**src/rtl/instr_mem_loader_pkg.sv**
```systemverilog
// Shared definitions for the debug-port instruction memory loader:
// framing constants, FSM encoding and a ceil-log2 helper.
package instr_mem_loader_pkg;

    function automatic int unsigned clogb2(input int unsigned value);
        int unsigned v;
        int unsigned bits;
        bits = 0;
        v    = value - 1;
        while (v != 0) begin
            bits = bits + 1;
            v    = v >> 1;
        end
        return bits;
    endfunction

    localparam int unsigned HEADER_BYTES   = 2;
    localparam int unsigned BYTES_PER_WORD = 4;
    localparam int unsigned NB_BYTE        = 8;
    localparam int unsigned NB_LEN         = HEADER_BYTES * NB_BYTE;
    localparam int unsigned NB_BYTE_CNT    = clogb2(BYTES_PER_WORD);

    typedef enum logic [3:0] {
        ST_LEN_HI    = 4'd0,
        ST_LEN_LO    = 4'd1,
        ST_RX_WORD   = 4'd2,
        ST_WRITE     = 4'd3,
        ST_READ_REQ  = 4'd4,
        ST_READ_WAIT = 4'd5,
        ST_TX_BYTE   = 4'd6,
        ST_DONE      = 4'd7,
        ST_ERROR     = 4'd8
    } state_t;

endpackage

```
**src/rtl/instr_mem_loader_byte_word_packer.sv**
```systemverilog
// Byte/word shift register: packs incoming bytes MSB first into a word, or
// serialises a loaded word MSB first. The count wraps after one full word.
module instr_mem_loader_byte_word_packer
    import instr_mem_loader_pkg::*;
#(
    parameter int unsigned NB_WORD = 32
) (
    input  logic                   i_clock,
    input  logic                   i_reset,
    input  logic                   load,
    input  logic [NB_WORD-1:0]     load_word,
    input  logic                   shift,
    input  logic [NB_BYTE-1:0]     shift_byte,
    output logic [NB_WORD-1:0]     word,
    output logic [NB_BYTE-1:0]     msb_byte,
    output logic [NB_BYTE_CNT-1:0] count
);

    always_ff @(posedge i_clock) begin
        if (i_reset) begin
            word  <= '0;
            count <= '0;
        end else if (load) begin
            word  <= load_word;
            count <= '0;
        end else if (shift) begin
            word  <= {word[NB_WORD-NB_BYTE-1:0], shift_byte};
            count <= count + NB_BYTE_CNT'(1);
        end
    end

    assign msb_byte = word[NB_WORD-1 -: NB_BYTE];

endmodule

```
**src/rtl/instr_mem_loader.sv**
```systemverilog
// Loads a length-prefixed program from the UART byte stream into instruction
// memory over the debug port, optionally echoes it back, then releases the CPU.
module instr_mem_loader
    import instr_mem_loader_pkg::*;
#(
    parameter int unsigned N_ADDR      = 2048,
    parameter int unsigned NB_INSTR    = 32,
    parameter int unsigned NB_MEM_ADDR = 16,
    parameter int unsigned READBACK    = 1
) (
    input  logic                      i_clock,
    input  logic                      i_reset,
    input  logic [NB_BYTE-1:0]        i_rx_data,
    input  logic                      i_rx_valid,
    output logic [NB_BYTE-1:0]        o_tx_data,
    output logic                      o_tx_valid,
    input  logic                      i_tx_ready,
    output logic [NB_MEM_ADDR-1:0]    o_mem_addr,
    output logic [NB_INSTR-1:0]       o_mem_data,
    output logic [BYTES_PER_WORD-1:0] o_mem_we,
    output logic                      o_mem_re,
    input  logic [NB_INSTR-1:0]       i_mem_data,
    output logic                      o_cpu_valid,
    output logic                      o_load_done,
    output logic                      o_error
);

    // Index must be able to reach N_ADDR itself after the final increment.
    localparam int unsigned NB_IDX = clogb2(N_ADDR + 1);

    state_t                  state_q, state_d;
    logic [NB_IDX-1:0]       idx_q;
    logic [NB_IDX-1:0]       idx_inc_val;
    logic [NB_LEN-1:0]       len_q;
    logic [NB_LEN-1:0]       header_len;
    logic                    header_bad;
    logic                    idx_last;
    logic                    last_byte;
    logic                    tx_accept;

    logic                    len_hi_ld, len_lo_ld;
    logic                    pk_load, pk_shift;
    logic                    idx_inc, idx_clr;

    logic [NB_INSTR-1:0]     pk_word;
    logic [NB_BYTE-1:0]      pk_msb;
    logic [NB_BYTE_CNT-1:0]  pk_count;

    logic [BYTES_PER_WORD-1:0] we_q;
    logic                      re_q;
    logic                      tx_valid_q;
    logic                      done_q;
    logic                      error_q;

    instr_mem_loader_byte_word_packer #(
        .NB_WORD (NB_INSTR)
    ) u_packer (
        .i_clock    (i_clock),
        .i_reset    (i_reset),
        .load       (pk_load),
        .load_word  (i_mem_data),
        .shift      (pk_shift),
        .shift_byte (i_rx_data),
        .word       (pk_word),
        .msb_byte   (pk_msb),
        .count      (pk_count)
    );

    assign header_len  = {len_q[NB_LEN-1:NB_BYTE], i_rx_data};
    assign header_bad  = (header_len == '0) || (32'(header_len) > N_ADDR);
    assign idx_inc_val = idx_q + NB_IDX'(1);
    assign idx_last    = (NB_LEN'(idx_inc_val) == len_q);
    assign last_byte   = (pk_count == NB_BYTE_CNT'(BYTES_PER_WORD - 1));
    assign tx_accept   = tx_valid_q && i_tx_ready;

    // State, index and length registers.
    always_ff @(posedge i_clock) begin
        if (i_reset) begin
            state_q <= ST_LEN_HI;
            idx_q   <= '0;
            len_q   <= '0;
        end else begin
            state_q <= state_d;
            if (idx_clr) begin
                idx_q <= '0;
            end else if (idx_inc) begin
                idx_q <= idx_inc_val;
            end
            if (len_hi_ld) begin
                len_q[NB_LEN-1:NB_BYTE] <= i_rx_data;
            end
            if (len_lo_ld) begin
                len_q[NB_BYTE-1:0] <= i_rx_data;
            end
        end
    end

    // Next-state and datapath controls.
    always_comb begin
        state_d   = state_q;
        len_hi_ld = 1'b0;
        len_lo_ld = 1'b0;
        pk_load   = 1'b0;
        pk_shift  = 1'b0;
        idx_inc   = 1'b0;
        idx_clr   = 1'b0;
        case (state_q)
            ST_LEN_HI: begin
                if (i_rx_valid) begin
                    len_hi_ld = 1'b1;
                    state_d   = ST_LEN_LO;
                end
            end
            ST_LEN_LO: begin
                if (i_rx_valid) begin
                    len_lo_ld = 1'b1;
                    state_d   = header_bad ? ST_ERROR : ST_RX_WORD;
                end
            end
            ST_RX_WORD: begin
                if (i_rx_valid) begin
                    pk_shift = 1'b1;
                    if (last_byte) begin
                        state_d = ST_WRITE;
                    end
                end
            end
            ST_WRITE: begin
                idx_inc = 1'b1;
                if (idx_last) begin
                    if (READBACK != 0) begin
                        idx_clr = 1'b1;
                        state_d = ST_READ_REQ;
                    end else begin
                        state_d = ST_DONE;
                    end
                end else begin
                    state_d = ST_RX_WORD;
                end
            end
            ST_READ_REQ: begin
                state_d = ST_READ_WAIT;
            end
            ST_READ_WAIT: begin
                pk_load = 1'b1;
                state_d = ST_TX_BYTE;
            end
            ST_TX_BYTE: begin
                if (tx_accept) begin
                    pk_shift = 1'b1;
                    if (last_byte) begin
                        idx_inc = 1'b1;
                        state_d = idx_last ? ST_DONE : ST_READ_REQ;
                    end
                end
            end
            ST_DONE:  state_d = ST_DONE;
            ST_ERROR: state_d = ST_ERROR;
            default:  state_d = ST_LEN_HI;
        endcase
    end

    // Strobes and status are registered from the next state so they line up with it.
    always_ff @(posedge i_clock) begin
        if (i_reset) begin
            we_q       <= '0;
            re_q       <= 1'b0;
            tx_valid_q <= 1'b0;
            done_q     <= 1'b0;
            error_q    <= 1'b0;
        end else begin
            we_q       <= (state_d == ST_WRITE) ? {BYTES_PER_WORD{1'b1}} : '0;
            re_q       <= (state_d == ST_WRITE) || (state_d == ST_READ_REQ);
            tx_valid_q <= (state_d == ST_TX_BYTE);
            done_q     <= (state_d == ST_DONE);
            error_q    <= (state_d == ST_ERROR);
        end
    end

    assign o_mem_addr  = NB_MEM_ADDR'(idx_q);
    assign o_mem_data  = pk_word;
    assign o_mem_we    = we_q;
    assign o_mem_re    = re_q;
    assign o_tx_data   = pk_msb;
    assign o_tx_valid  = tx_valid_q;
    assign o_load_done = done_q;
    assign o_cpu_valid = done_q;
    assign o_error     = error_q;

endmodule

```
**config.mk**
```make
export PLATFORM = sky130hd
export DESIGN_NAME = instr_mem_loader
export DESIGN_NICKNAME = d
export VERILOG_FILES = /design/src/rtl/instr_mem_loader_pkg.sv /design/src/rtl/instr_mem_loader_byte_word_packer.sv /design/src/rtl/instr_mem_loader.sv
export SDC_FILE = /design/constraint.sdc
export NUM_CORES = 1
export LEC_CHECK = 0
export ABC_AREA = 1
export CAP_MARGIN = 20
export CORE_MARGIN = 10
export CORE_UTILIZATION = 43
export DETAILED_ROUTE_END_ITERATION = 8
export HOLD_SLACK_MARGIN = 0.02
export PLACE_DENSITY = 0.76
export SLEW_MARGIN = 20
export SYNTH_ARGS = -nofsm -noshare
export SYNTH_HDL_FRONTEND = slang
export SYNTH_SLANG_ARGS = --single-unit
```
**constraint.sdc**
```tcl
create_clock -name i_clock -period 1.75 [get_ports i_clock]
set_input_delay 0.175 -clock i_clock [delete_from_list [all_inputs] [get_ports i_clock]]
set_output_delay 0.175 -clock i_clock [all_outputs]
set_load 0.005 [all_outputs]
```
-- After elaboration in Yosys (flattened, before gate mapping)
Cells that the tools add are included.
- bits in registers: 74
- input bits: 44
- output and inout port bits: 65
- logic and storage cells: 61
- add/subtract/negate cells: 2
- magnitude comparators: 1
- equal/unequal tests: 15
- muxes and demuxes: 24
- reductions and logical operators: 8
- operators by type and width (cell ; count):
    $mux 32 ; 2
    $pmux 4 s9 ; 1
    $mux 4 ; 8
    $eq 4x3->1 const B ; 7
    $eq 12x16->1 ; 1
    $gt 16x12->1 const B ; 1
    $logic_not 16->1 ; 1
    $add 12x1->12 const B ; 1
    $eq 4x2->1 const B ; 3
    $mux 1 ; 9
    $eq 4x4->1 const B ; 2
    $eq 4x1->1 const B ; 1
    $logic_not 4->1 ; 1
    $pmux 1 s2 ; 2
    $reduce_or 2->1 ; 2
    $mux 3 ; 1
    $add 2x1->2 const B ; 1
    $eq 2x2->1 const B ; 1
    $logic_or 1x1->1 ; 2
    $mux 2 ; 1
    $reduce_bool 2->1 ; 1
    $logic_and 1x1->1 ; 1

-- Depth between registers and ports, before layout
Gate-level depths: netlist (run 1).
- depth in word-level cells: 8
- gate-level depth with buffers: 17
- depth with buffers taken out: 17

-- Modules after synthesis
From an unflattened synthesis (run 1), not the netlist that was laid out.
- cell total of the unflattened synthesis: 620
- area total of the unflattened synthesis: 3956.3 um^2
- modules (own cells, without submodules) (module ; times used ; cells each ; area each (um^2) ; seq. area each (um^2)):
    instr_mem_loader ; 1 ; 349 ; 2140.8 ; 740.7
    instr_mem_loader_byte_word_packer ; 1 ; 271 ; 1815.5 ; 680.7

-- Worst setup path before layout (run 1)
OpenSTA, ideal clock, no wires.
- path kind: register to register
- start: register idx_q[0]
- end: register idx_q[2]
- library setup time: 0.117 ns
- arrival time: 1.790 ns
- required time: 1.633 ns
- slack: -0.157 ns
- stages on the path, launching flop included: 14
- path buffers: 1
- clock period less this slack: 1.907 ns
- cells stage by stage: dfxtp_1 -> ha_1 -> nand2_1 -> o21ai_0 -> nand2_1 -> nand2_1 -> nand3_1 -> nor2_1 -> nand3_1 -> nor2_2 -> nand2_2 -> nand2_1 -> buf_4 -> a21oi_1
- longest elaborated chain between the ends: 5
- ends and longest elaborated chain (what ; line ; text):
    from (decl) ; instr_mem_loader.sv:32 ; logic [NB_IDX-1:0] idx_q;
    from (signal assigned) ; instr_mem_loader.sv:87 ; idx_q <= idx_inc_val;
    $add 12x1->12 (*) ; instr_mem_loader.sv:71 ; assign idx_inc_val = idx_q + NB_IDX'(1);
    $eq 12x16->1 ; instr_mem_loader.sv:72 ; assign idx_last = (NB_LEN'(idx_inc_val) == len_q);
    $mux 1 ; instr_mem_loader.sv:130 ; if (idx_last) begin
    $mux 1 ; instr_mem_loader.sv:107 ; case (state_q)
    $reduce_or 2->1 (no line) ; - ;
Every way passes the cells marked *; elsewhere a longest branch is shown, timed or not.
A chain may end at the register's enable or synchronous reset.

-- Worst setup path in the final report (run 1)
- start: register idx_q[1]
- end: register re_q, in the netlist o_mem_re
- longest elaborated chain between the ends: 8
- elaborated cells on any way between the ends: 10
- those cells by class: 1 x add/sub; 3 x eq/ne; 5 x mux; 1 x reduce/logical
- ends and longest elaborated chain (what ; line ; text):
    $add 12x1->12 (*) ; instr_mem_loader.sv:71 ;
    $eq 12x16->1 (*) ; instr_mem_loader.sv:72 ;
    $mux 2 ; instr_mem_loader.sv:153 ; state_d = idx_last ? ST_DONE : ST_READ_REQ;
    $mux 4 ; instr_mem_loader.sv:151 ; if (last_byte) begin
    $mux 4 ; instr_mem_loader.sv:149 ; if (tx_accept) begin
    $pmux 4 s9 (*) ; instr_mem_loader.sv:107 ;
    $eq 4x2->1 or $eq 4x3->1 (tied branches) ; instr_mem_loader.sv:173 ; re_q <= (state_d == ST_WRITE) || (state_d == ST_READ_REQ);
    $logic_or 1x1->1 (*) ; instr_mem_loader.sv:173 ;
    to (signal assigned) ; instr_mem_loader.sv:173 ;
    to (decl) ; instr_mem_loader.sv:50 ; logic re_q;
Marked as above.

==> reports/metrics.yaml, run 1 <==
outcome:
  status: "complete, but fails checks"
  violations: "negative setup slack"
critical_path:
  cp_slowest_cell: "dfxtp_4"
  crit_path_start_kind: "register"
  crit_type: "reg2reg"
  max_stage_delay_ns: 0.39
  worstPathRequired_ns: 2.05
  crit_start: "idx_q[1]"
  path_cells: "ha_4, nand2_8, nor2_4, nand2_1, nand3_1, nand3_2, nor2_2, nand3_4, nor2_4, nand2_4, a21oi_4, nand4_1, nand2_1"
  critPathBufInv: 0
  cp_max_fo: 6
  rrSetupSlack_ns: -0.32
  reg2reg_from: "idx_q[1]"
  crit_family: "simple AND/OR/NAND/NOR gates"
  critPathArrivalTime_ns: 2.37
  reg2reg_depth: 13
  cp-end-kind: "register"
  r2r-end: "o_mem_re"
power:
  peakVddDrop_mv: 0.4789
  p_comb_frac: 0.149
  p_int_mw: 2.445
  p_sw_frac: 0.2944
  clockPowerShare: 0.365
  powerDensity_mw_per_mm2: 595.4
  seqPwrFrac: 0.486
  p_sw_mw: 1.020
  p_leak_nw: 2.230
cells_and_area:
  area_growth_pct: 61.38
  nFillCells: 631
  layout-drive-gt1-share: 0.2327
  multiInputGateArea_mm2: 0.002130
  nNetsFinal: 763
  final_common_cell: "nand2_1"
  design_area_mm2: 0.005819
  ff_latch_area_mm2: 0.001436
  fin_util: 0.7118
  diodes: 0
  final_cell_mix: "146 x nand2_1, 104 x clkdlybuf4s50_1, 72 x buf_4, 65 x dfxtp_1, 52 x nand3_1"
clock_network:
  numCtsBuffers: 9
  clkLatencyLatePin_ns: 0.36
  root_buffer: "clkbuf_8"
  cts_tree: "done"
  clkTransAtPathRegs_ns: 0.09
  clockBufferDepth: 2
  h-tree-depth: 3
  clock_sinks: 71
  ctsHoldBuffers: 0
sta:
  period_needed_ns: 2.069
  worstMarginPinSlew_ns: 0.4985
  fin_crit_sh: 1.182
  rsz0062_at_grt: "yes"
  clock_skew_ns: 0.01059
  slew_viol_final: 0
  setup_viol: 18
  hold_violations: 0
  fmax_ghz: 0.4834
  hold_ws_ns: 0.3883
  max_slew_margin: 0.6673
  setup_ws_ns: -0.3187
  setup_tns_ns: -4.445
synth:
  avgSynthCellArea_um2: 6.509
  synthAdderAreaFrac: 0.006940
  synthSimpleGateAreaFrac: 0.3480
  synthMuxAreaShare: 0
  synth_top_family_by_area: "simple AND/OR/NAND/NOR gates"
  synth_cell_type_count: 25
  yosysWarnings: 0
  postSynthCellCount: 554
  synthXorXnorAreaFrac: 0.002429
  yosysSeqAreaShare: 0.3942
  synth_compound_area_frac: 0.1357
  syn_area_mm2: 0.003606
  ys_seq_elements: 71
grt:
  grt_pass1_wl_um: 20030
  grt_max_degree: 37
  grt-ovfl-total: 0
  antenna_found_initial: 0
  track_usage: 0.1902
  grt_pass1_vias: 4175
hold_path:
  min_to: "u_packer.word[23]"
  hp-class: "in2reg"
  hp-start: "i_mem_data[23]"
  min_path_cells: 3
route:
  finalWirelength_um: 12850
  vias_per_cell: 5.232
  antenna_left: 0
  wl_per_cell_um: 15.54
  drt-initial-drc-count: 260
  drtPass1Iterations: 6
  via_count: 4327
  drc: 0
place:
  place_area_mm2: 0.005144
  dp_hpwl_um: 9023
  portBuffers: 104
  gp_congestion: 0.9421
die:
  rows: 33
  die_w_um: 111.6
  design.core.area_mm2: 0.008175
  io_pins: 109
  die_y_um: 111.6
  design.die.area_mm2: 0.01245
  initial_utilization: 0.4411
flow_run:
  maxCapViolCount: 0
## worst register-to-register path: stages (launching register included)
cell,delay (ns)
dfxtp_4,0.39
ha_4,0.20
nand2_8,0.08
nor2_4,0.15
nand2_1,0.09
nand3_1,0.12
nand3_2,0.11
nor2_2,0.17
nand3_4,0.10
nor2_4,0.13
nand2_4,0.09
a21oi_4,0.19
nand4_1,0.13
nand2_1,0.08
## metal layers
metal	GRT usage	wire [um]
met1	0.2240	5282
met2	0.3095	6127
met3	0.07354	1204
met4	0.06427	240
met5	0	0
## sequential cells by signal (all words and copies together), names as in the netlist
signal and count:
o_mem_we 1, o_mem_re 1, o_cpu_valid 1, o_error 1, len_q 16, u_packer.word 32, idx_q 12, u_packer.count 2
o_tx_valid 1, state_q 4
## area by class of cell
cell class / count / area share
Multi-Input combinational cell: 398 / 0.3659
Timing Repair Buffer: 184 / 0.2984
Sequential cell: 71 / 0.2468
Inverter: 53 / 0.03483
Tap cell: 105 / 0.02258
Clock buffer: 9 / 0.02129
Clock inverter: 7 / 0.01011
## repair_timing
action                                  4_1_cts  5_1_grt
endpoints found under the setup margin       52       54
endpoints found under the hold margin         0        0
buffers inserted                              2       10
gates resized for setup                      38       54
pin swaps                                     6       27
cloned                                        2        1
## through the flow
stage | power (mW) | instances | setup WS, ns
floorplan | 1.929 | 557 | 0.002489
global placement | 2.158 | 796 | -0.3779
detailed placement | 2.168 | 796 | -0.4561
CTS | 3.432 | 816 | -0.2413
global route | 3.603 | 827 | -0.4638
finish | 3.465 | 827 | -0.3187
## kinds of logic after synthesis
logic type / count (synthesis)
simple gates: 301
buf+inv: 90
compound gates: 88
flops: 71
fa+ha+maj: 2
xor+xnor: 1
other cells: 1
## synth_stat cells, drive strengths merged
cell,number,area (um^2)
nand2,164,620.6
dfxtp,71,1421
nand3,60,300.3
nor2,59,231.5
inv,52,195.2
a21oi,37,196.4
a31oi,28,175.2
buf,22,147.6
o21ai,22,110.1
clkbuf,15,56.30
nor3,11,55.05
nand3b,3,22.52
ha,2,25.02
nand4,2,12.51
a21boi,1,7.510
clkinv,1,3.750
conb,1,3.750
nor4,1,6.260
or2,1,6.260
xnor2,1,8.760
## power groups by stage
stage               clock (mW)  combinational [mW]  sequential [mW]
finish                    1.26               0.516             1.68
global route              1.35               0.563             1.69
CTS                       1.27               0.475             1.68
detailed placement           0               0.445             1.72
global placement             0               0.437             1.72
floorplan                    0               0.211             1.72
## worst max path at each step
| stage | endpoint | cells past startpoint | slack (ns) |
|---|---|---|---|
| floorplan | idx_q[7] | 15 | 0.002 |
| global placement | u_packer.word[1] | 8 | -0.38 |
| detailed placement | u_packer.word[4] | 8 | -0.46 |
| CTS | o_mem_re | 15 | -0.24 |
| global route | o_mem_re | 13 | -0.46 |
| finish | o_mem_re | 13 | -0.32 |
Note: power is estimated with default switching activity, not from simulation.
==> run 2: changes to the inputs <==
--- a/config.mk
+++ b/config.mk
@@ -8,10 +8,12 @@
 export ABC_AREA = 1
 export CAP_MARGIN = 20
 export CORE_MARGIN = 10
-export CORE_UTILIZATION = 43
+export CORE_UTILIZATION = 47
 export DETAILED_ROUTE_END_ITERATION = 8
 export HOLD_SLACK_MARGIN = 0.02
-export PLACE_DENSITY = 0.76
+export PLACE_DENSITY = 0.79
+export REMOVE_ABC_BUFFERS = 1
+export SKIP_LAST_GASP = 1
 export SLEW_MARGIN = 20
 export SYNTH_ARGS = -nofsm -noshare
 export SYNTH_HDL_FRONTEND = slang
==> constraint.sdc (replaced) <==
create_clock -name i_clock -period 2.3 [get_ports i_clock]
set_input_delay 0.23 -clock i_clock [delete_from_list [all_inputs] [get_ports i_clock]]
set_output_delay 0.23 -clock i_clock [all_outputs]
set_load 0.005 [all_outputs]
==> reports/metrics.yaml, run 2 (synthesis gave the netlist of run 1 again) <==
clock_network:
  clock_sinks: 71
  clkTransAtPathRegs_ns: 0.08
  h-tree-depth: 3
  clockBufferDepth: 2
  cts_tree: "done"
  clkLatencyLatePin_ns: 0.35
  numCtsBuffers: 9
  ctsHoldBuffers: 0
  root_buffer: "clkbuf_8"
  post_cts_buffers: 0
power:
  peakVddDrop_mv: 0.4328
  p_leak_nw: 1.794
  seqPwrFrac: 0.520
  powerDensity_mw_per_mm2: 507.3
  p_sw_frac: 0.2681
  clockPowerShare: 0.364
  p_comb_frac: 0.116
  p_sw_mw: 0.6622
  p_int_mw: 1.808
  report.power.total_mw: 2.470
cells_and_area:
  top_register: "u_packer.word"
  nFillCells: 644
  area_growth_pct: 35.01
  final_common_cell: "nand2_1"
  nNetsFinal: 689
  largest_reg_flops: 32
  diodes: 0
  design_area_mm2: 0.004868
  final_cell_mix: "160 x nand2_1, 104 x clkdlybuf4s50_1, 68 x dfxtp_1, 59 x nand3_1"
  reg_top3: "u_packer.word x32, len_q x16, idx_q x12"
  layout-drive-gt1-share: 0.06337
outcome:
  status: "completed"
grt:
  grt_pass1_wl_um: 17480
  grt_max_degree: 37
  grt_pass1_vias: 3659
  grt-ovfl-total: 0
  antenna_found_initial: 0
  track_usage: 0.1829
critical_path:
  crit_type: "reg2reg"
  critPathArrivalTime_ns: 2.40
  worstPathRequired_ns: 2.60
  cp-end-kind: "register"
  cp_max_fo: 6
  crit_path_start_kind: "register"
sta:
  hold_violations: 0
  setup_tns_ns: 0
  max_slew_margin: 0.5301
  fmax_ghz: 0.4740
  worstMarginPinSlew_ns: 0.7032
  clock_skew_ns: 0.01060
  period_needed_ns: 2.110
  rsz0062_at_grt: "yes"
  fin_crit_sh: 0.9173
  slew_viol_final: 0
  setup_viol: 0
die:
  design.die.area_mm2: 0.01158
  rows: 31
  io_pins: 109
  initial_utilization: 0.4893
  design.core.area_mm2: 0.007370
  die_y_um: 107.6
  die_w_um: 107.6
route:
  antenna_left: 0
  finalWirelength_um: 10920
  drc: 0
  wl_per_cell_um: 14.64
  via_count: 3899
  vias_per_cell: 5.227
  drtPass1Iterations: 4
  drt-initial-drc-count: 275
place:
  gp_congestion: 0.8899
  dp_hpwl_um: 8302
  portBuffers: 104
  place_area_mm2: 0.004648
hold_path:
  hp-class: "in2reg"
flow_run:
  maxCapViolCount: 0
-- run 2: per-stage QoR --
| step | utilization | setup slack [ns] | cells | hold slack, ns |
|---|---|---|---|---|
| 2_1_floorplan | - | -0.9380 | 520 | 0.2991 |
| 3_3_place_gp | 0.6301 | 0.03130 | 731 | 0.4628 |
| 3_5_place_dp | 0.6307 | -0.05071 | 731 | 0.4672 |
| 4_1_cts | 0.6543 | 0.06959 | 746 | 0.4426 |
| 5_1_grt | 0.6606 | -0.01240 | 746 | 0.4551 |
| 6_report | 0.6606 | 0.1901 | 746 | 0.4511 |
-- run 2: worst paths after layout --
check / start / endpoint / slack, ns / cells after the start
setup / recovery: idx_q[0] / o_mem_re / 0.19 / 15
hold / removal: i_mem_data[31] / u_packer.word[31] / 0.45 / 3
setup reg to reg: idx_q[0] / o_mem_re / 0.19 / 15
hold reg to reg: len_q[0] / len_q[0] / 0.48 / 2
-- run 2: layout make-up --
type                    instances  area, um^2  share of cell area
clock inverters                 5       33.78            0.006939
clock buffers                  10       137.6             0.02827
repair buffers                112        1109              0.2277
well taps                      99       123.9             0.02544
flip-flops and latches         71        1428              0.2932
inverters                      53       198.9             0.04086
multi-input cells             396        1838              0.3775
-- run 2: power groups by stage --
| stage | Clock, mW | Combinational [mW] | Sequential [mW] |
|---|---|---|---|
| floorplan | 0 | 0.143 | 1.31 |
| global placement | 0 | 0.274 | 1.31 |
| detailed placement | 0 | 0.280 | 1.31 |
| CTS | 0.912 | 0.281 | 1.29 |
| global route | 0.964 | 0.320 | 1.29 |
| finish | 0.899 | 0.286 | 1.28 |
-- run 2: timing repair --
item | CTS | global route
gates resized for setup | 1 | 15
endpoints found under the setup margin | 12 | 21
pin swaps | 0 | 1
-- run 2: worst max-delay path, stage by stage (launching register included) --
cell     delay, ns
dfxtp_4       0.37
ha_2          0.21
nand3_1       0.10
nor2_1        0.16
nand2_1       0.08
nand2_1       0.13
nand2_1       0.07
nand2_1       0.06
nand2_1       0.07
nor2_1        0.11
nand2_1       0.07
nor2_2        0.13
nand2_2       0.11
a21oi_4       0.18
nand4_1       0.12
nand2_1       0.07
-- run 2: per-layer routing --
metal | global-route usage | routed length [um] | up-vias
met4 | 0.06679 | 193 | 0
met2 | 0.3114 | 5482 | 112
met1 | 0.2153 | 4601 | 1807
met3 | 0.04790 | 642 | 17
li1 | - | - | 1963
met5 | 0 | 0 | -
==> run 3: changes to the inputs <==
--- a/config.mk
+++ b/config.mk
@@ -5,7 +5,6 @@
 export SDC_FILE = /design/constraint.sdc
 export NUM_CORES = 1
 export LEC_CHECK = 0
-export ABC_AREA = 1
 export CAP_MARGIN = 20
 export CORE_MARGIN = 10
 export CORE_UTILIZATION = 47
==> constraint.sdc (replaced) <==
create_clock -name i_clock -period 2.3 [get_ports i_clock]
set_input_delay 0.23 -clock i_clock [delete_from_list [all_inputs] [get_ports i_clock]]
set_output_delay 0.23 -clock i_clock [all_outputs]
set_load 0.1 [all_outputs]
==> reports/metrics.yaml, run 3 <==
cells_and_area:
  top_register: "u_packer.word"
  area_growth_pct: 47.20
  layout-drive-gt1-share: 0.3163
  multiInputGateArea_mm2: 0.002092
  nNetsFinal: 588
  stdcell_count: 646
  ff_latch_area_mm2: 0.001434
  diodes: 0
  final_cell_mix: "106 x buf_4, 77 x nor2_1, 65 x dfxtp_1, 45 x mux2i_1, 42 x clkdlybuf4s50_1"
  fin_util: 0.7176
  largest_reg_flops: 32
  final_common_cell: "buf_4"
  nFillCells: 538
  reg_top3: "u_packer.word x32, len_q x16, idx_q x12"
clock_network:
  h-tree-depth: 3
  clock_sinks: 71
  clkLatencyLatePin_ns: 0.35
  ctsHoldBuffers: 0
  root_buffer: "clkbuf_8"
  numCtsBuffers: 9
  cts_tree: "done"
  clkTransAtPathRegs_ns: 0.08
  clockBufferDepth: 2
critical_path:
  rrSetupSlack_ns: -0.21
  cp-end-kind: "register"
  critPathArrivalTime_ns: 2.79
  cp_max_fo: 3
  crit_start: "idx_q[7]"
  reg2reg_depth: 9
  reg2reg_from: "idx_q[7]"
  worstPathRequired_ns: 2.58
  cp-endpoint: "o_mem_re"
  r2r-end: "o_mem_re"
  crit_path_start_kind: "register"
  crit_type: "reg2reg"
die:
  design.die.area_mm2: 0.01144
  initial_utilization: 0.4875
  io_pins: 109
  die_w_um: 107.0
  die_y_um: 107.0
  rows: 31
  design.core.area_mm2: 0.007292
power:
  powerDensity_mw_per_mm2: 632.9
  report.power.total_mw: 3.312
  peakVddDrop_mv: 0.3592
  p_leak_nw: 2.137
sta:
  fmax_ghz: 0.3991
  setup_ws_ns: -0.2054
  fin_crit_sh: 1.089
  setup_viol: 10
  slew_viol_final: 0
  rsz0062_at_grt: "yes"
  worstMarginPinSlew_ns: 0.5016
  max_slew_margin: 0.6644
  clock_skew_ns: 0.01098
  period_needed_ns: 2.505
  hold_violations: 0
synth:
  synthArstFlopShare: 0
  synth.top_cell.area_share: 0.3999
  synth_edf_count: 0
  yosysSeqAreaShare: 0.3999
  synth_top_cells_by_count: "84 x nor2_1, 71 x dfxtp_1, 45 x mux2i_1"
  yosysWarnings: 0
  synth_area_leaders: "dfxtp_1 40%, mux2i_1 13%, nor2_1 8.9%"
  ys.flop_type: "dfxtp_1"
  synth_cell_type_count: 46
  synth.largest_area_cell: "dfxtp_1"
  ys_seq_elements: 71
  synth.most_common_cell: "nor2_1"
  avgSynthCellArea_um2: 8.649
  postSynthCellCount: 411
  syn_area_mm2: 0.003555
route:
  drtPass1Iterations: 4
  wl_per_cell_um: 16.73
  via_count: 3461
  drt-initial-drc-count: 240
  vias_per_cell: 5.358
  antenna_left: 0
  drc: 0
  finalWirelength_um: 10810
grt:
  grt_pass1_vias: 3284
  grt_pass1_wl_um: 16230
  grt_max_degree: 42
  antenna_found_initial: 0
  grt-ovfl-total: 0
  track_usage: 0.1713
outcome:
  violations: "negative setup slack"
  status: "complete, but fails checks"
hold_path:
  hp-class: "in2reg"
  min_path_cells: 2
place:
  portBuffers: 104
  dp_cells: 619
  dp_hpwl_um: 7489
  gp_congestion: 0.9062
flow_run:
  maxCapViolCount: 0
[run 3: cell types whose count changed after synthesis, sizes merged, moves of 19 or more]
cell	before	now
o21ai	22	3
nand2	164	18
a31oi	28	5
nand3	60	7
mux2i	0	45
nor2	59	84
a21oi	37	9
xnor2	1	20
a211oi	0	32
inv	52	6
[run 3: layer usage]
layer / GRT usage / wire length [um] / vias up
met5: 0 / 0 / -
met4: 0.07350 / 215 / 0
met3: 0.04790 / 688 / 23
met2: 0.2941 / 5526 / 125
met1: 0.1945 / 4378 / 1626
li1: - / - / 1687
[run 3: worst min path at each step]
| stage | end | from | slack, ns |
|---|---|---|---|
| floorplan | u_packer.word[0] | i_reset | 0.30 |
| global placement | u_packer.word[0] | u_packer.word[0] | 0.47 |
| detailed placement | u_packer.word[0] | u_packer.word[0] | 0.48 |
| CTS | o_error | i_reset | 0.23 |
| global route | state_q[3] | i_reset | 0.28 |
| finish | state_q[3] | i_reset | 0.26 |
[run 3: cell type report]
| class | count | share of cell area |
|---|---|---|
| well taps | 99 | 0.02367 |
| repair buffers | 158 | 0.2561 |
| clock inverters | 6 | 0.01769 |
| clock buffers | 10 | 0.02439 |
| inverters | 6 | 0.004304 |
| flip-flops and latches | 71 | 0.2740 |
| multi-input cells | 296 | 0.3998 |
[run 3: worst max-delay path, cell delays in order (launching register included)]
cell	delay [ns]
dfxtp_1	0.37
buf_4	0.13
xor2_1	0.23
nand3_2	0.13
a211oi_2	0.33
nand2_1	0.11
or4_4	0.53
o31a_1	0.28
o21bai_4	0.19
mux2i_1	0.13
[run 3: metrics by stage]
| stage | setup WS, ns | hold slack, ns | setup TNS, ns | cell area [um^2] |
|---|---|---|---|---|
| final | -0.2054 | 0.2612 | -0.9583 | 5233 |
| after global routing | -0.3125 | 0.2777 | -2.650 | 5233 |
| after global placement | -0.1429 | 0.4679 | -1.347 | 4706 |
| after CTS | -0.09891 | 0.2293 | -0.2392 | 5041 |
| after detailed placement | -0.2716 | 0.4753 | -3.751 | 4706 |
| after floorplan | -2.896 | 0.2991 | -114.85 | 3336 |
[run 3: cells by family (layout without fill, tap and decap cells)]
group | count (synthesis) | after routing | synth area share
adder cells (fa/ha/maj) | 2 | 2 | 0.007039
buffers and inverters | 48 | 180 | 0.07110
XOR/XNOR | 27 | 27 | 0.06653
AO/OA/AOI/OAI | 62 | 62 | 0.1243
AND/OR/NAND/NOR | 155 | 156 | 0.2035
flip-flops | 71 | 71 | 0.3999
other | 1 | 4 | 0.001055
multiplexers | 45 | 45 | 0.1267
[run 3: power breakdown]
group,total [mW],switching [mW],leakage (nW),internal (mW)
Sequential,1.32,0.0420,0.578,1.28
Combinational,0.856,0.504,1.46,0.352
Clock,1.13,0.514,0.104,0.619
Total,3.31,1.06,2.14,2.25
[run 3: timing repair]
action / 4_1_cts / 5_1_grt
resized for setup: 17 / 35
gates cloned: 0 / 1
setup endpoints to repair: 18 / 19
pin swaps: 15 / 13
setup buffers: 5 / 6
==> variant 1 (flow settings as in run 3) <==
Re-encode `state_t` (9 states) as Gray code, 4 bits wide.
--- a/src/rtl/instr_mem_loader_pkg.sv
+++ b/src/rtl/instr_mem_loader_pkg.sv
@@ -23,11 +23,11 @@
     typedef enum logic [3:0] {
-        ST_LEN_HI    = 4'd0,
-        ST_LEN_LO    = 4'd1,
-        ST_RX_WORD   = 4'd2,
-        ST_WRITE     = 4'd3,
-        ST_READ_REQ  = 4'd4,
-        ST_READ_WAIT = 4'd5,
-        ST_TX_BYTE   = 4'd6,
-        ST_DONE      = 4'd7,
-        ST_ERROR     = 4'd8
+        ST_LEN_HI    = 4'b0000,
+        ST_LEN_LO    = 4'b0001,
+        ST_RX_WORD   = 4'b0011,
+        ST_WRITE     = 4'b0010,
+        ST_READ_REQ  = 4'b0110,
+        ST_READ_WAIT = 4'b0111,
+        ST_TX_BYTE   = 4'b0101,
+        ST_DONE      = 4'b0100,
+        ST_ERROR     = 4'b1100
     } state_t;
Check against the original RTL: no difference found for any inputs over 10 cycles, from zero or initial values and one cycle with i_reset high; not proved beyond that.
==> variant 1 against run 3 <==
- combinational power increased by 55%
- sequential cell count unchanged
- clock skew fell by 0.0037 ns
- clock power fell by 14%
- cell area decreased by 7.4%
- setup slack better by 0.37 ns
- synthesized area is 1.3% higher
- power is 13% higher
- core utilization decreased by 5.7 points
- wire length down 13%
- critical path type unchanged
- largest cell class unchanged
- highest routed layer unchanged
==> variant 1: results (changes against run 3) <==
| Quantity | Reported | Unit | Change |
|:---|:---|:---|:---|
| Run status | finished, final reports clean | - |  |
| Inst Count DP | 592 | - | -4.4% |
| Detailed Route Iter0 Violations | 96 | - | -60% |
| Slowest stage cell on the critical path | sky130_fd_sc_hd__dfxtp_1 | - |  |
| Reg2Reg Launch Point | idx_q[8] | - |  |
| Post-layout instance count excluding filler cells | 609 | - | -5.7% |
| Number of warnings printed during yosys synthesis | 0 | - | unchanged |
| Sequential group share of total power | 38.4 | % | -1.5 points |
| Biggest fanout along the worst timing path | 12 | - | +9 |
| Sequential share of the synthesized area | 39.5 | % | -0.50 points |
| Vias post-DR | 3194 | - | -7.7% |
| Crit path largest cell delay | 0.45 | ns | -0.08 ns |
| Largest buffer count on any clock path | 2 | - | unchanged |
| Max-slew headroom | 64.2 | % | -2.2 points |
| Layout Skew | 0.00732 | ns | -0.00366 ns |
| R2R Setup Slk | 0.17 | ns | +0.37 ns |
| Cell variety after synth | 55 | - | +20% |
| Worst reg2reg endpoint | idx_q[1] | - |  |
| Top cell types by occurrence after synthesis | sky130_fd_sc_hd__dfxtp_1, sky130_fd_sc_hd__nor2_1, sky130_fd_sc_hd__mux2i_1, sky130_fd_sc_hd__a211oi_1, sky130_fd_sc_hd__xnor2_1 | - |  |
| Number of nets at the end of the flow | 550 | - | -6.5% |
| Sink of the worst hold path | state_q[2] | - |  |
| Internal Dissipation | 2.33 | mW | +3.6% |
| Worst hold path stage count | 2 | - | unchanged |
| Drt total wl | 9.41 | mm | -13% |
| Routability congestion estimate from global placement | 0.868 | - | -4.2% |
| Number of fill cells | 624 | - | +16% |
| Global-route wire length before repair | 15.1 | mm | -6.8% |
| Pin count of the biggest net entering global routing | 60 | - | +43% |
| Leading registers by flop count | u_packer.word: 32 flops, len_q: 16 flops, idx_q: 12 flops | - |  |
| P_leak | 1.89 | nW | -11% |
| Arrival time at the worst endpoint | 2.37 | ns | -0.42 ns |
| Clk network pwr share | 26.1 | % | -8.1 points |
| Clock slew at the register clock pins of the worst setup and hold paths | 0.07 | ns |  |
| Top cells by area in the synthesized netlist | sky130_fd_sc_hd__dfxtp_1, sky130_fd_sc_hd__mux2i_1, sky130_fd_sc_hd__nor2_1 | - |  |
| Hold slack | 0.175 | ns | -0.0859 ns |
| Initial antenna violation count | 1 | - | +1 |
| Detailed placer's ending HPWL | 7.05 | mm | -5.8% |
| Maximum resistive drop on vdd | 0.342 | mV | -4.8% |
| All-layer global routing usage | 15.9 | % | -1.2 points |
| Clk Latency, worst-skew pair | 0.34 | ns |  |
| Worst R2R Path Depth | 8 | - | -1 |
| Ratio of cells with drive above 1 in the final layout | 25.5 | % | -6.1 points |
| Post-Syn Instances | 399 | - | -2.9% |
[variant 1: changes by cell type in the layout (fill, tap and decap cells not counted), sizes merged, moves of 3 or more]
cell | before | now
a21o | 3 | 0
and3 | 4 | 0
buf | 116 | 88
clkinv | 0 | 3
nand4 | 3 | 6
nor2 | 84 | 76
nor3 | 10 | 13
[variant 1: per-stage QoR]
stage	setup TNS, ns	total power, mW	instance area, um2	setup WS, ns
finish	0	3.74	4840	0.167
global route	0	3.92	4840	0.0295
floorplan	-71.58	2.36	3380	-1.71
CTS	0	3.75	4820	0.150
detailed placement	-0.141	2.77	4630	-0.0724
global placement	0	2.75	4630	0.0455
[variant 1: worst reg2reg max path, stage by stage (launching register included)]
cell                        delay [ns]
sky130_fd_sc_hd__dfxtp_1          0.45
sky130_fd_sc_hd__xor2_1           0.31
sky130_fd_sc_hd__xor2_1           0.20
sky130_fd_sc_hd__a32oi_1          0.08
sky130_fd_sc_hd__o32ai_1          0.28
sky130_fd_sc_hd__o2111ai_4        0.27
sky130_fd_sc_hd__o21bai_2         0.23
sky130_fd_sc_hd__buf_12           0.17
sky130_fd_sc_hd__nor2_1           0.05
[variant 1: timing repair]
item | in CTS | in global routing
resized for setup | 0 | 3
hold endpoints to repair | 0 | 0
endpoints found under the setup margin | 0 | 13
setup buffers | 0 | 0
[variant 1: per-layer routing]
layer,wire (um),vias to the layer above,part of all wire (%),GRT usage (%)
li1,-,1597,-,-
met1,4010,1497,43,17.7
met2,4500,87,48,26.3
met3,706,13,7.5,6.29
met4,189,0,2.0,7.06
met5,0,-,0,0
[variant 1: worst max path at each step]
stage	from	end	slack, ns
detailed placement	i_rx_data[3]	o_mem_we[2]	-0.07
finish	idx_q[8]	idx_q[1]	0.17
global placement	i_rx_data[0]	o_mem_we[2]	0.05
global route	idx_q[0]	idx_q[1]	0.03
CTS	idx_q[1]	idx_q[1]	0.15
floorplan	o_tx_valid	u_packer.word[2]	-1.71
[variant 1: cell type report]
| class | instances | share of cell area (%) |
|---|---|---|
| Tap cell | 99 | 2.56 |
| Multi-Input combinational cell | 284 | 40.5 |
| Clock buffer | 12 | 3.00 |
| Sequential cell | 71 | 29.3 |
| Clock inverter | 4 | 0.930 |
| Timing Repair Buffer | 130 | 23.0 |
| Antenna cell | 1 | 0.0517 |
| Inverter | 8 | 0.620 |
[variant 1: kinds of logic (layout without fill, tap and decap cells)]
kind of cell | after synthesis | after routing | share of synthesized area, %
xor gates and xnor gates | 29 | 29 | 7.06
muxes | 45 | 45 | 12.5
adders and majority gates | 2 | 2 | 0.695
buffers and inverters | 47 | 154 | 7.33
AOI/OAI and AO/OA | 62 | 62 | 13.2
DFF | 71 | 71 | 39.5
and+or+nand+nor | 142 | 142 | 19.6
other | 1 | 5 | 0.104
==> variant 2 (settings of run 3) <==
Made on the original files. `NB_INSTR`: 32 -> 64.
--- a/src/rtl/instr_mem_loader.sv
+++ b/src/rtl/instr_mem_loader.sv
@@ -6,3 +6,3 @@
     parameter int unsigned N_ADDR      = 2048,
-    parameter int unsigned NB_INSTR    = 32,
+    parameter int unsigned NB_INSTR    = 64,
     parameter int unsigned NB_MEM_ADDR = 16,
Ports: changed (resized i_mem_data and o_mem_data); port bits go from 109 to 173. No check against the original RTL was run, so the function may have changed too.
==> variant 2 against run 3 <==
- wire length up 36%
- synthesized area up 40%
- cell area grew 35%
- largest cell class unchanged
- setup slack gained 0.16 ns
- the flow still finishes with violations (setup timing)
- synthesized cell count up 31%
- power increased by 7.8%
- sequential power is 40% higher
- sequential cell count is 32 higher
==> variant 2: results (changes against run 3) <==
| Quantity | Reported | Unit | Change |
|:---|:---|:---|:---|
| Run status | complete, but fails checks | - |  |
| Violations in the final reports | setup timing | - |  |
| Leading registers by flop count | u_packer.word: 64 flops, len_q: 16 flops, idx_q: 12 flops | - |  |
| Number of warnings printed during yosys synthesis | 0 | - | unchanged |
| Number of nets at the end of the flow | 792 | - | +35% |
| Average footprint of a synthesized cell | 9.24 | um2 | +6.8% |
| All-layer global routing usage | 18.4 | % | +1.3 points |
| Met2 GRT Util | 29.7 | % | +0.27 points |
| Cell variety after synth | 49 | - | +6.5% |
| P_leak | 2.67 | nW | +25% |
| Final setup violating endpoints | 12 | - | +2 |
| Number of global-route vias before repair | 4516 | - | +38% |
| Mux cell area share after synthesis | 15.9 | % | +3.3 points |
| Area fraction in compound gates after synthesis | 13.4 | % | +1.0 points |
| Post-synthesis xor/xnor area fraction | 4.76 | % | -1.9 points |
| Routed wl met2 | 6.96 | mm | +26% |
| Met1 global-route usage | 22.7 | % | +3.3 points |
| Clk Latency, worst-skew pair | 0.37 | ns | +0.02 ns |
| Maximum resistive drop on vdd | 0.301 | mV | -16% |
| Top cell types by occurrence after synthesis | sky130_fd_sc_hd__nor2_1, sky130_fd_sc_hd__dfxtp_1, sky130_fd_sc_hd__mux2i_1, sky130_fd_sc_hd__a211oi_1, sky130_fd_sc_hd__clkbuf_1 | - |  |
| Setup Total Neg Slack | -0.346 | ns | +0.612 ns |
| Layout Skew | 0.0135 | ns | +0.00252 ns |
| Reg2Reg Launch Point | idx_q[1] | - |  |
| Internal Dissipation | 2.62 | mW | +17% |
| Sequential share of the synthesized area | 41.5 | % | +1.5 points |
| Pin count of the biggest net entering global routing | 117 | - | +180% |
| Arrival time at the worst endpoint | 2.60 | ns | -0.19 ns |
| TritonCTS clock tree | done | - |  |
| Count of input and output buffers | 168 | - | +62% |
| Wire length on met1 | 6.17 | mm | +41% |
| Drt total wl | 14.7 | mm | +36% |
| Pre-CTS setup slack | -0.0881 | ns | +0.184 ns |
| Clk network pwr share | 32.3 | % | -1.9 points |
| Placement-stage cell area | 6670 | um2 | +42% |
| Biggest fanout along the worst timing path | 6 | - | +3 |
| Detailed placer's ending HPWL | 10.9 | mm | +46% |
| Crit path max-delay family | simple AND/OR/NAND/NOR gates | - |  |
| Ratio of cells with drive above 1 in the final layout | 27.3 | % | -4.4 points |
| Hold slack | 0.237 | ns | -0.0245 ns |
| Routability congestion estimate from global placement | 0.929 | - | +2.5% |
| Routed wire per std cell | 17.2 | um | +2.7% |
| Post-DR vias/cell | 5.39 | - | +0.53% |
| Final WS setup | -0.0490 | ns | +0.156 ns |
| Global-route wire length before repair | 22.8 | mm | +40% |
| Slowest stage cell on the critical path | sky130_fd_sc_hd__dfxtp_4 | - |  |
| Met3 Resource Use GR | 5.42 | % | +0.63 points |
| Total congestion overflow | 0 | - | unchanged |
| Synthesized-area fraction occupied by adder cells | 0.504 | % | -0.20 points |
| Crit path largest cell delay | 0.38 | ns | -0.15 ns |
[variant 2: worst register-to-register path, delay by kind of cell, from the launching register on]
| kind | cells | cell delay (ns) |
|---|---|---|
| simple gates | 5 | 0.86 |
| compound gates | 2 | 0.60 |
| buf+inv | 3 | 0.41 |
| flops | 1 | 0.38 |
[variant 2: path summary, 6_finish.rpt]
kind | cells past startpoint | endpoint
worst min register to register | 2 | u_packer.word[4]
worst min-delay path | 2 | state_q[0]
worst max-delay path | 10 | idx_q[3]
worst max register to register | 10 | idx_q[3]
[variant 2: area by class of cell]
class / count / area, um2
Fill cell: 845 / 3260
Multi-Input combinational cell: 379 / 2700
Sequential cell: 103 / 2080
Timing Repair Buffer: 217 / 1910
Tap cell: 136 / 170
Clock buffer: 12 / 145
Clock inverter: 4 / 52.6
Inverter: 4 / 15.0
[variant 2: what timing repair did]
item	4_1_cts	5_1_grt
resized for setup	7	37
gates cloned	0	1
buffers inserted	0	5
pin swaps	3	8
endpoints found under the setup margin	14	17
